### src/rtl/wb_arb_pkg.sv
// wb_arb_pkg: shared state type, default sizes and one-hot decode for the Wishbone arbiter
package wb_arb_pkg;

    typedef enum logic [1:0] {IDLE, OWN, ABORT} arb_state_t;

    localparam int DEF_NM = 2;
    localparam int DEF_AW = 32;
    localparam int DEF_DW = 32;

    function automatic logic [2:0] onehot_idx(input logic [7:0] oh);
        onehot_idx = '0;
        for (int i = 0; i < 8; i++)
            if (oh[i]) onehot_idx = 3'(i);
    endfunction

endpackage

### src/rtl/wb_bus_arbiter_rr_pick.sv
// rr_pick: combinational round-robin picker, first requester after the last winner
module rr_pick
    import wb_arb_pkg::*;
#(
    parameter int NM = DEF_NM
) (
    input  logic [NM-1:0] req,
    input  logic [NM-1:0] last,
    output logic [NM-1:0] win
);

    localparam int IW = (NM > 1) ? $clog2(NM) : 1;

    always_comb begin
        logic          found;
        logic [IW-1:0] idx;
        int            base;
        win   = '0;
        found = 1'b0;
        idx   = '0;
        base  = int'(onehot_idx(8'(last)));
        for (int k = 1; k <= NM; k++) begin
            idx = IW'((base + k) % NM);
            if (!found && req[idx]) begin
                win[idx] = 1'b1;
                found    = 1'b1;
            end
        end
    end

endmodule

### src/rtl/wb_bus_arbiter.sv
// wb_bus_arbiter: round-robin Wishbone arbiter, NM masters onto one slave bus.
// Optional stalled-strobe watchdog enabled with `define WB_ARB_TIMEOUT_EN.
module wb_bus_arbiter
    import wb_arb_pkg::*;
#(
    parameter int NM      = DEF_NM,
    parameter int AW      = DEF_AW,
    parameter int DW      = DEF_DW,
    parameter int TIMEOUT = 255
) (
    input  logic             clk,
    input  logic             rst,
    input  logic [NM-1:0]    m_cyc,
    input  logic [NM-1:0]    m_stb,
    input  logic [NM-1:0]    m_we,
    input  logic [NM*AW-1:0] m_adr,
    input  logic [NM*DW-1:0] m_wdata,
    output logic [DW-1:0]    m_rdata,
    output logic [NM-1:0]    m_ack,
    output logic [NM-1:0]    m_err,
    output logic             s_cyc,
    output logic             s_stb,
    output logic             s_we,
    output logic [AW-1:0]    s_adr,
    output logic [DW-1:0]    s_wdata,
    input  logic [DW-1:0]    s_rdata,
    input  logic             s_ack,
    output logic [NM-1:0]    grant
);

    arb_state_t    state;
    logic [NM-1:0] last;
    logic [NM-1:0] win;
    logic          own_cyc, own_stb, own_we, owning, hit;

    rr_pick #(.NM(NM)) u_pick (.req(m_cyc), .last(last), .win(win));

    // AND-OR mux on the one-hot grant: everything reads 0 while idle
    always_comb begin
        own_cyc = 1'b0;
        own_stb = 1'b0;
        own_we  = 1'b0;
        s_adr   = '0;
        s_wdata = '0;
        for (int i = 0; i < NM; i++) begin
            if (grant[i]) begin
                own_cyc = own_cyc | m_cyc[i];
                own_stb = own_stb | m_stb[i];
                own_we  = own_we  | m_we[i];
                s_adr   = s_adr   | m_adr[i*AW +: AW];
                s_wdata = s_wdata | m_wdata[i*DW +: DW];
            end
        end
    end

    assign owning  = (state == OWN);
    assign s_cyc   = owning & own_cyc;
    assign s_stb   = owning & own_stb;
    assign s_we    = own_we;
    assign m_rdata = s_rdata;
    assign m_ack   = owning ? (grant & m_cyc & m_stb & {NM{s_ack}}) : '0;

`ifdef WB_ARB_TIMEOUT_EN
    localparam int CW = $clog2(TIMEOUT + 1);
    logic [CW-1:0] cnt;
    logic          stall;

    assign stall = owning & own_cyc & own_stb & ~s_ack;
    assign hit   = stall && (cnt == CW'(TIMEOUT - 1));
    assign m_err = hit ? grant : '0;

    always_ff @(posedge clk or posedge rst) begin
        if (rst)
            cnt <= '0;
        else
            cnt <= (stall && !hit) ? cnt + 1'b1 : '0;
    end
`else
    logic unused_cfg;
    assign unused_cfg = TIMEOUT[0];
    assign hit        = 1'b0;
    assign m_err      = '0;
`endif

    always_ff @(posedge clk or posedge rst) begin
        if (rst) begin
            state <= IDLE;
            grant <= '0;
            last  <= {1'b1, {(NM-1){1'b0}}};
        end else begin
            case (state)
                IDLE: if (|m_cyc) begin
                    state <= OWN;
                    grant <= win;
                    last  <= win;
                end
                OWN: if (!own_cyc) begin
                    state <= IDLE;
                    grant <= '0;
                end else if (hit) begin
                    state <= ABORT;
                end
                default: if (!own_cyc) begin
                    state <= IDLE;
                    grant <= '0;
                end
            endcase
        end
    end

endmodule

### config.mk
export PLATFORM = sky130hd
export DESIGN_NAME = wb_bus_arbiter
export DESIGN_NICKNAME = d
export VERILOG_FILES = /design/src/rtl/wb_arb_pkg.sv /design/src/rtl/wb_bus_arbiter_rr_pick.sv /design/src/rtl/wb_bus_arbiter.sv
export SDC_FILE = /design/constraint.sdc
export NUM_CORES = 1
export LEC_CHECK = 0
export BUFFER_PORTS_ARGS = -buffer_cell sky130_fd_sc_hd__buf_4
export CORE_AREA = 3 3 104 106
export CTS_BUF_LIST = sky130_fd_sc_hd__clkbuf_8 sky130_fd_sc_hd__clkbuf_16
export CTS_CLUSTER_DIAMETER = 100
export DETAILED_ROUTE_END_ITERATION = 7
export DIE_AREA = 0 0 107 109
export RECOVER_POWER = 100
export SETUP_SLACK_MARGIN = 0.5
export SLEW_MARGIN = 0
export SYNTH_ARGS = -nofsm -noshare
export SYNTH_HDL_FRONTEND = slang
export SYNTH_SLANG_ARGS = --single-unit
### constraint.sdc
create_clock -name clk -period 1.3 [get_ports clk]
set_clock_uncertainty 0.15 [all_clocks]
set_input_delay 0.065 -clock clk [delete_from_list [all_inputs] [get_ports clk]]
set_output_delay 0.065 -clock clk [all_outputs]
set_load 0.005 [all_outputs]
==> results of run 1 <==
==> through the flow <==
stage / hold slack [ns] / cell area, µm² / setup WS, ns / power (mW)
final: -0.0200 / 2790 / -0.182 / 4.57
after global routing: -0.0200 / 2790 / -0.220 / 4.91
after floorplan: -0.320 / 1220 / 0.0880 / 2.20
after detailed placement: -0.178 / 2640 / 0.0424 / 4.06
after global placement: -0.183 / 2640 / 0.0567 / 4.04
after CTS: -0.0200 / 2760 / -0.175 / 4.57
==> cells in the mapped netlist <==
library cell,count
sky130_fd_sc_hd__a22o_1,65
sky130_fd_sc_hd__buf_4,34
sky130_fd_sc_hd__buf_2,9
sky130_fd_sc_hd__buf_6,7
sky130_fd_sc_hd__a21oi_1,4
sky130_fd_sc_hd__nand2_1,4
sky130_fd_sc_hd__dfrtp_1,3
sky130_fd_sc_hd__nor2_1,3
sky130_fd_sc_hd__a22oi_1,2
sky130_fd_sc_hd__a31o_2,2
sky130_fd_sc_hd__inv_1,2
sky130_fd_sc_hd__nand2b_1,2
sky130_fd_sc_hd__nand3_1,2
sky130_fd_sc_hd__nor2b_1,2
sky130_fd_sc_hd__o21ai_0,2
sky130_fd_sc_hd__conb_1,1
sky130_fd_sc_hd__dfstp_2,1
==> cell type report <==
cell class,count,area [µm²],area share [%]
repair buffers,216,1720,61.8
multi-input cells,90,742,26.6
well taps,133,166,5.97
flip-flops and latches,4,104,3.73
clock buffers,3,41.3,1.48
inverters,2,7.51,0.269
clock inverters,1,3.75,0.135
==> per-layer routing <==
metal	global-route usage (%)	part of all wire, %
met5	0	0
met4	2.19	0.92
met3	2.07	7.7
met2	18.3	54
met1	11.0	37
==> power by group through the flow <==
| stage | Combinational [mW] | Sequential [mW] | Clock [mW] |
|---|---|---|---|
| 2_1_floorplan | 1.94 | 0.255 | 0 |
| 3_3_place_gp | 3.72 | 0.324 | 0 |
| 3_5_place_dp | 3.73 | 0.334 | 0 |
| 4_1_cts | 3.96 | 0.323 | 0.289 |
| 5_1_grt | 4.27 | 0.340 | 0.303 |
| 6_report | 3.97 | 0.322 | 0.281 |
==> worst max-delay path: stages (launching register included) <==
cell                      delay (ns)
sky130_fd_sc_hd__dfrtp_2        0.45
sky130_fd_sc_hd__buf_12         0.18
sky130_fd_sc_hd__a22o_1         0.25
sky130_fd_sc_hd__buf_4          0.14
==> kinds of logic after synthesis <==
group | count (synthesis) | synth area share (%)
AOI/OAI and AO/OA | 75 | 53.3
buffers and inverters | 52 | 32.6
DFF | 4 | 8.55
other | 1 | 0.316
and+or+nand+nor | 13 | 5.17
==> registers in the layout, indices dropped and copies added (netlist names) <==
name and cells:
last 1, state 1, grant 2
==> worst paths after layout <==
kind                                 startpoint              endpoint  slack (ns)
setup / recovery           grant[0]$_DFFE_PP0P_             s_adr[14]       -0.18
hold / removal                      s_rdata[12]           m_rdata[12]       -0.02
setup reg to reg           grant[1]$_DFFE_PP0P_  grant[0]$_DFFE_PP0P_        0.01
hold reg to reg             last[1]$_DFFE_PP1P_   last[1]$_DFFE_PP1P_        0.34
max in group asynchronous                   rst   last[1]$_DFFE_PP1P_        0.60
min in group asynchronous                   rst  grant[1]$_DFFE_PP0P_        0.15
==> what timing repair did <==
| action | 4_1_cts | 5_1_grt |
|---|---|---|
| gates resized for setup | 14 | 5 |
| pin swaps | 0 | 0 |
| setup endpoints to repair | 75 | 75 |
| setup buffers | 3 | 1 |
| endpoints found under the hold margin | 37 | 33 |
==> summary.txt, run 1 <==
Synth
  • Library cells used by synthesis: 17
  • Synth Cell Area: around 1200 µm²
  • Mean instance size in the synthesized netlist: slightly above 8 µm²
  • Largest cells by area after synthesis: sky130_fd_sc_hd__a22o_1 48%, sky130_fd_sc_hd__buf_4 22%, sky130_fd_sc_hd__buf_6 6.7%
  • Yosys top cell area share: roughly 48%
  • Total of flip-flops plus latches after synthesis: 4
  • Sequential fraction of the synthesis area: 8.55%
  • Cell taking the most area after synthesis: sky130_fd_sc_hd__a22o_1
  • Cell count after synthesis: about 150
  • Synth warn: 0

Place
  • Global placer's final weighted congestion: 0.709
  • Count of placed standard cells including taps: 440
  • Total half-perimeter wirelength after legalization and detailed placement: 5470 µm
  • Count of input and output buffers: between 200 and 250

Critical path
  • Register-to-Register Path Depth: 4
  • Arrival time of the worst setup path: 1.27 ns
  • Kind of start point of the critical path: register
  • Critical path class: reg -> out
  • Peak fanout along the critical path: 32
  • Critical Path End Type: primary output
  • Data required, critical path: approximately 1.1 ns

CTS
  • Number of buffers created by CTS: 3
  • Cell at the root of the clock tree: sky130_fd_sc_hd__clkbuf_8
  • Max clock buf depth: 2
  • Clk sinks: 4
  • CTS tree: built
  • Number of levels in the clock H-tree: 1
  • Number of hold-repair buffers added at the cts stage: 1
  • Clock latency on the worst-skew pair: about 0.22 ns
  • Clock Pin Slew Worst Setup and Hold Paths: approximately 0.04 ns

Power and ir drop
  • Pint: ~2.8 mW
  • Net Switching: around 1.7 mW
  • Flop pwr share: under 10%
  • Portion of total power attributed to the clock network: under 10%
  • Combinational share of power: 86.8%
  • Static power due to leakage: 1.49 nW
  • Pwr dens: approximately 1600 nW/µm²
  • Worst IR Drop VDD: between 1 and 1.5 mV
  • Net switching fraction of the power: around two fifths

Outcome
  • Violations in the final reports: negative hold slack, negative setup slack
  • Outcome: complete, but fails checks

Route
  • DRC: 0
  • Aggregate routed wire length: around 6600 µm
  • Post-DR wirelength/cell: between 10 and 15 µm
  • Number of nets with antenna violations after detailed routing: 0
  • Routed via count divided by cell count: between 4 and 5
  • Detailed Route Iter0 Violations: between 80 and 90
  • Vias after detailed routing: ~1800
  • Number of iterations in the first detailed-routing pass: 4

STA
  • Endpoints failing setup: between 60 and 70
  • Final critical delay including setup and external delays: between 1 and 1.5 ns
  • Final sum of negative setup slack: -9.70 ns
  • Setup repair after global routing missed its margin: true
  • Final hold slack: -0.0200 ns
  • Post-route setup slack: -0.182 ns
  • Final worst-path cycle share: 114%
  • Final Hold Vio Count: 33
  • Max Clock Freq: 675 MHz
  • Slew Limit Fails: 0

Worst hold path
  • Hold Crit Depth: 0
  • Classification of the worst-slack hold path: in -> out

Finish
  • Layout net count: about 490
  • Final core occ: 28.3%
  • Syn-to-layout area delta: 135%
  • Ant. Diodes: 0
  • Post-route non-filler standard cell count: about 450
  • Highest-count cells in the layout ignoring fill and taps: 197 x sky130_fd_sc_hd__buf_4, 65 x sky130_fd_sc_hd__a22o_1, 13 x sky130_fd_sc_hd__buf_6
  • Layout fillers: 1060
  • Leading cell type in the layout, fill and taps excluded: sky130_fd_sc_hd__buf_4
  • Layout cells sized above 1: about three quarters

Job
  • Max-cap viol count: 0

Floorplan
  • Row count: 36
  • Num ports: 274
  • Die footprint: 11700 µm²
  • Width of the chip: around 110 µm
  • Core Region: approximately 9900 µm²
  • Initial cell density of the core: around 12%
  • Height of the die: about 110 µm

GRT
  • Wire length of the first global-routing pass: between 9000 and 10000 µm
  • Remaining Overflow, GRT: 0
  • Antenna violations before repair: 0
  • Pin count of the biggest net entering global routing: 37
  • Vias in the first global route: 1748
  • GRT Resource Usage Total: between 9 and 10%
Note: power is estimated with default switching activity, not from simulation.
==> run 2, diff against run 1 <==
Settings changed: GPL_TIMING_DRIVEN from default to 0.
==> run 2 against run 1 <==
Compared with the run above: the run ends with negative setup slack left; critical path depth rose by 2; global-route usage rose by 1.7 points; sequential power fell by 15%; sequential share of layout area fell by 0.72 points; total power rose by 13%; non-clock buffer count rose by 86; register-to-register slack got worse by 0.10 ns; count of clock-buffer cells in the layout did not move; final cell count rose by 19%; critical path type unchanged; largest power group unchanged; highest routed layer unchanged.
==> summary.txt, run 2 (synthesized netlist as in run 1, its figures left out) <==
GRT
  • GRT Resource Usage Total: 11.3% (was 9.61%)
  • Remaining Overflow, GRT: 0 (unchanged)
  • Pin count of the biggest net entering global routing: 11 (was 37)
  • Global routing usage on met1: 12.6% (was 11.0%)
  • Layer with the highest usage: met2 (unchanged)
  • GR Util met2: 22.9% (was 18.3%)
  • Met3 track utilization from global routing: 2.13% (was 2.07%)
  • Vias in the first global route: 2092 (was 1748)
  • Wire length of the first global-routing pass: 10700 µm (was 9020 µm)
  • Antenna violations before repair: 0 (unchanged)

CTS
  • Clk sinks: 4 (unchanged)
  • Number of buffers created by CTS: 3 (unchanged)
  • CTS tree: built (unchanged)
  • Cell at the root of the clock tree: sky130_fd_sc_hd__clkbuf_8 (unchanged)
  • Clock Pin Slew Worst Setup and Hold Paths: 0.04 ns (about the same)
  • Clock latency on the worst-skew pair: 0.22 ns (about the same)
  • Number of levels in the clock H-tree: 1 (unchanged)
  • Max clock buf depth: 2 (unchanged)

Power and ir drop
  • Power Total: 5.17 mW (was 4.57 mW)
  • Pwr dens: 1510 nW/µm² (was 1640 nW/µm²)
  • Static power due to leakage: 1.90 nW (was 1.49 nW)
  • Worst IR Drop VDD: 0.600 mV (was 1.49 mV)

Finish
  • Layout cells sized above 1: 78.4% (was 73.4%)
  • Number of flip-flops in the largest register: 2 (unchanged)
  • Registers with the highest flip-flop counts: grant: 2 flops, last: 1 flops, state: 1 flops (unchanged)
  • Ant. Diodes: 0 (unchanged)
  • Register with the most flip-flops: grant (unchanged)
  • Highest-count cells in the layout ignoring fill and taps: 241 x sky130_fd_sc_hd__buf_4, 65 x sky130_fd_sc_hd__a22o_1, 31 x sky130_fd_sc_hd__clkbuf_4 (was 197 x sky130_fd_sc_hd__buf_4, 65 x sky130_fd_sc_hd__a22o_1, 13 x sky130_fd_sc_hd__buf_6)
  • Leading cell type in the layout, fill and taps excluded: sky130_fd_sc_hd__buf_4 (unchanged)
  • Area taken by multi-input logic gates: 743 µm² (was 742 µm²)
  • Syn-to-layout area delta: 188% (was 135%)
  • Layout fillers: 1025 (was 1060)
  • Area occupied by registers: 103 µm² (was 104 µm²)
  • Layout net count: 572 (was 486)

Critical path
  • Kind of start point of the critical path: register (unchanged)
  • Critical Path End Type: primary output (unchanged)
  • Peak fanout along the critical path: 10 (was 32)
  • Arrival time of the worst setup path: 1.37 ns (was 1.27 ns)
  • Critical path class: reg -> out (unchanged)
  • Data required, critical path: 1.09 ns (about the same)

STA
  • Setup repair after global routing missed its margin: true (unchanged)
  • Max Clock Freq: 631 MHz (was 675 MHz)
  • Final critical delay including setup and external delays: 1.59 ns (was 1.48 ns)
  • Final worst-path cycle share: 122% (was 114%)
  • Post-route setup slack: -0.286 ns (was -0.182 ns)
  • Final sum of negative setup slack: -15.18 ns (was -9.70 ns)
  • Slew Limit Fails: 0 (unchanged)
  • Endpoints failing setup: 71 (was 69)
  • Final Hold Vio Count: 0 (was 33)

Outcome
  • Violations in the final reports: negative setup slack (was negative hold slack, negative setup slack)
  • Outcome: complete, but fails checks (unchanged)

Route
  • Number of iterations in the first detailed-routing pass: 4 (unchanged)
  • Vias after detailed routing: 2143 (was 1820)
  • Detailed Route Iter0 Violations: 81 (was 82)
  • DRC: 0 (unchanged)
  • Number of nets with antenna violations after detailed routing: 0 (unchanged)
  • Aggregate routed wire length: 7800 µm (was 6640 µm)
  • Post-DR wirelength/cell: 14.6 µm (was 14.8 µm)
  • Routed via count divided by cell count: 4.01 (was 4.05)

Job
  • Max-cap viol count: 0 (unchanged)

Floorplan
  • Die footprint: 11700 µm² (unchanged)
  • Core Region: 9860 µm² (unchanged)
  • Width of the chip: 107 µm (unchanged)
  • Height of the die: 109 µm (unchanged)
  • Num ports: 274 (unchanged)
  • Row count: 36 (unchanged)
  • Initial cell density of the core: 12.0% (unchanged)

Place
  • Global placer's final weighted congestion: 0.727 (was 0.709)
  • Count of input and output buffers: 239 (was 207)
  • Total half-perimeter wirelength after legalization and detailed placement: 6630 µm (was 5470 µm)

Worst hold path
  • Classification of the worst-slack hold path: in -> reg (was in -> out)
## run 2: changes by cell type in the layout (fill, tap and decap cells not counted), sizes merged
cell / change
clkbuf: +32
bufbuf: +1
buf: +53
## run 2: critical path: stages, from the launching register on
cell                      delay [ns]
sky130_fd_sc_hd__dfrtp_1        0.38
sky130_fd_sc_hd__buf_6          0.15
sky130_fd_sc_hd__buf_8          0.13
sky130_fd_sc_hd__buf_8          0.13
sky130_fd_sc_hd__a22o_1         0.23
sky130_fd_sc_hd__buf_4          0.13
## run 2: stage by stage
step	hold WS, ns	utilization, %	cell area (µm²)	std cells	setup WS (ns)
final	0.0000134	34.6	3410	535	-0.286
after global routing	0.00565	34.6	3410	535	-0.334
after global placement	-0.191	32.2	3180	518	-0.114
after detailed placement	-0.185	32.2	3180	518	-0.117
after floorplan	-0.320	-	1220	146	0.0880
after CTS	-0.0115	34.3	3380	533	-0.290
## run 2: layer usage
metal,part of all wire (%),wire [µm]
met5,0,0
met4,0.13,10
met2,56,4380
met1,34,2640
met3,9.8,765
## run 2: power breakdown
| part | switching, mW | leakage, nW | total, mW | internal [mW] |
|---|---|---|---|---|
| sequential | 0.0707 | 0.0459 | 0.273 | 0.202 |
| combinational | 1.77 | 1.83 | 4.63 | 2.86 |
| clock | 0.0675 | 0.0269 | 0.269 | 0.202 |
| total | 1.91 | 1.90 | 5.17 | 3.26 |
## run 2: area by class of cell
type / instances / share of cell area [%]
Clock inverter: 1 / 0.110
Buffer: 50 / 11.7
Tap cell: 133 / 4.87
Clock buffer: 3 / 1.21
Sequential cell: 4 / 3.00
Inverter: 2 / 0.220
Multi-Input combinational cell: 90 / 21.8
Timing Repair Buffer: 252 / 57.1
## run 2: repair_timing
item / CTS / global route
hold buffers: 1 / 0
resized for setup: 13 / 7
setup buffers: 9 / 2
pin swaps: 10 / 3
endpoints found under the setup margin: 75 / 75
endpoints found under the hold margin: 5 / 0
cloned: 1 / 0
## run 2: path summary, 6_finish.rpt
check / endpoint / startpoint / depth (start not counted) / slack (ns)
max: s_adr[11] / grant[0]$_DFFE_PP0P_ / 5 / -0.29
min: last[1]$_DFFE_PP1P_ / m_cyc[1] / 3 / 0.00001
max reg2reg: grant[0]$_DFFE_PP0P_ / grant[1]$_DFFE_PP0P_ / 5 / -0.09
min reg2reg: last[1]$_DFFE_PP1P_ / last[1]$_DFFE_PP1P_ / 2 / 0.35
max in group asynchronous: last[1]$_DFFE_PP1P_ / rst / 3 / 0.62
min in group asynchronous: grant[0]$_DFFE_PP0P_ / rst / 3 / 0.14
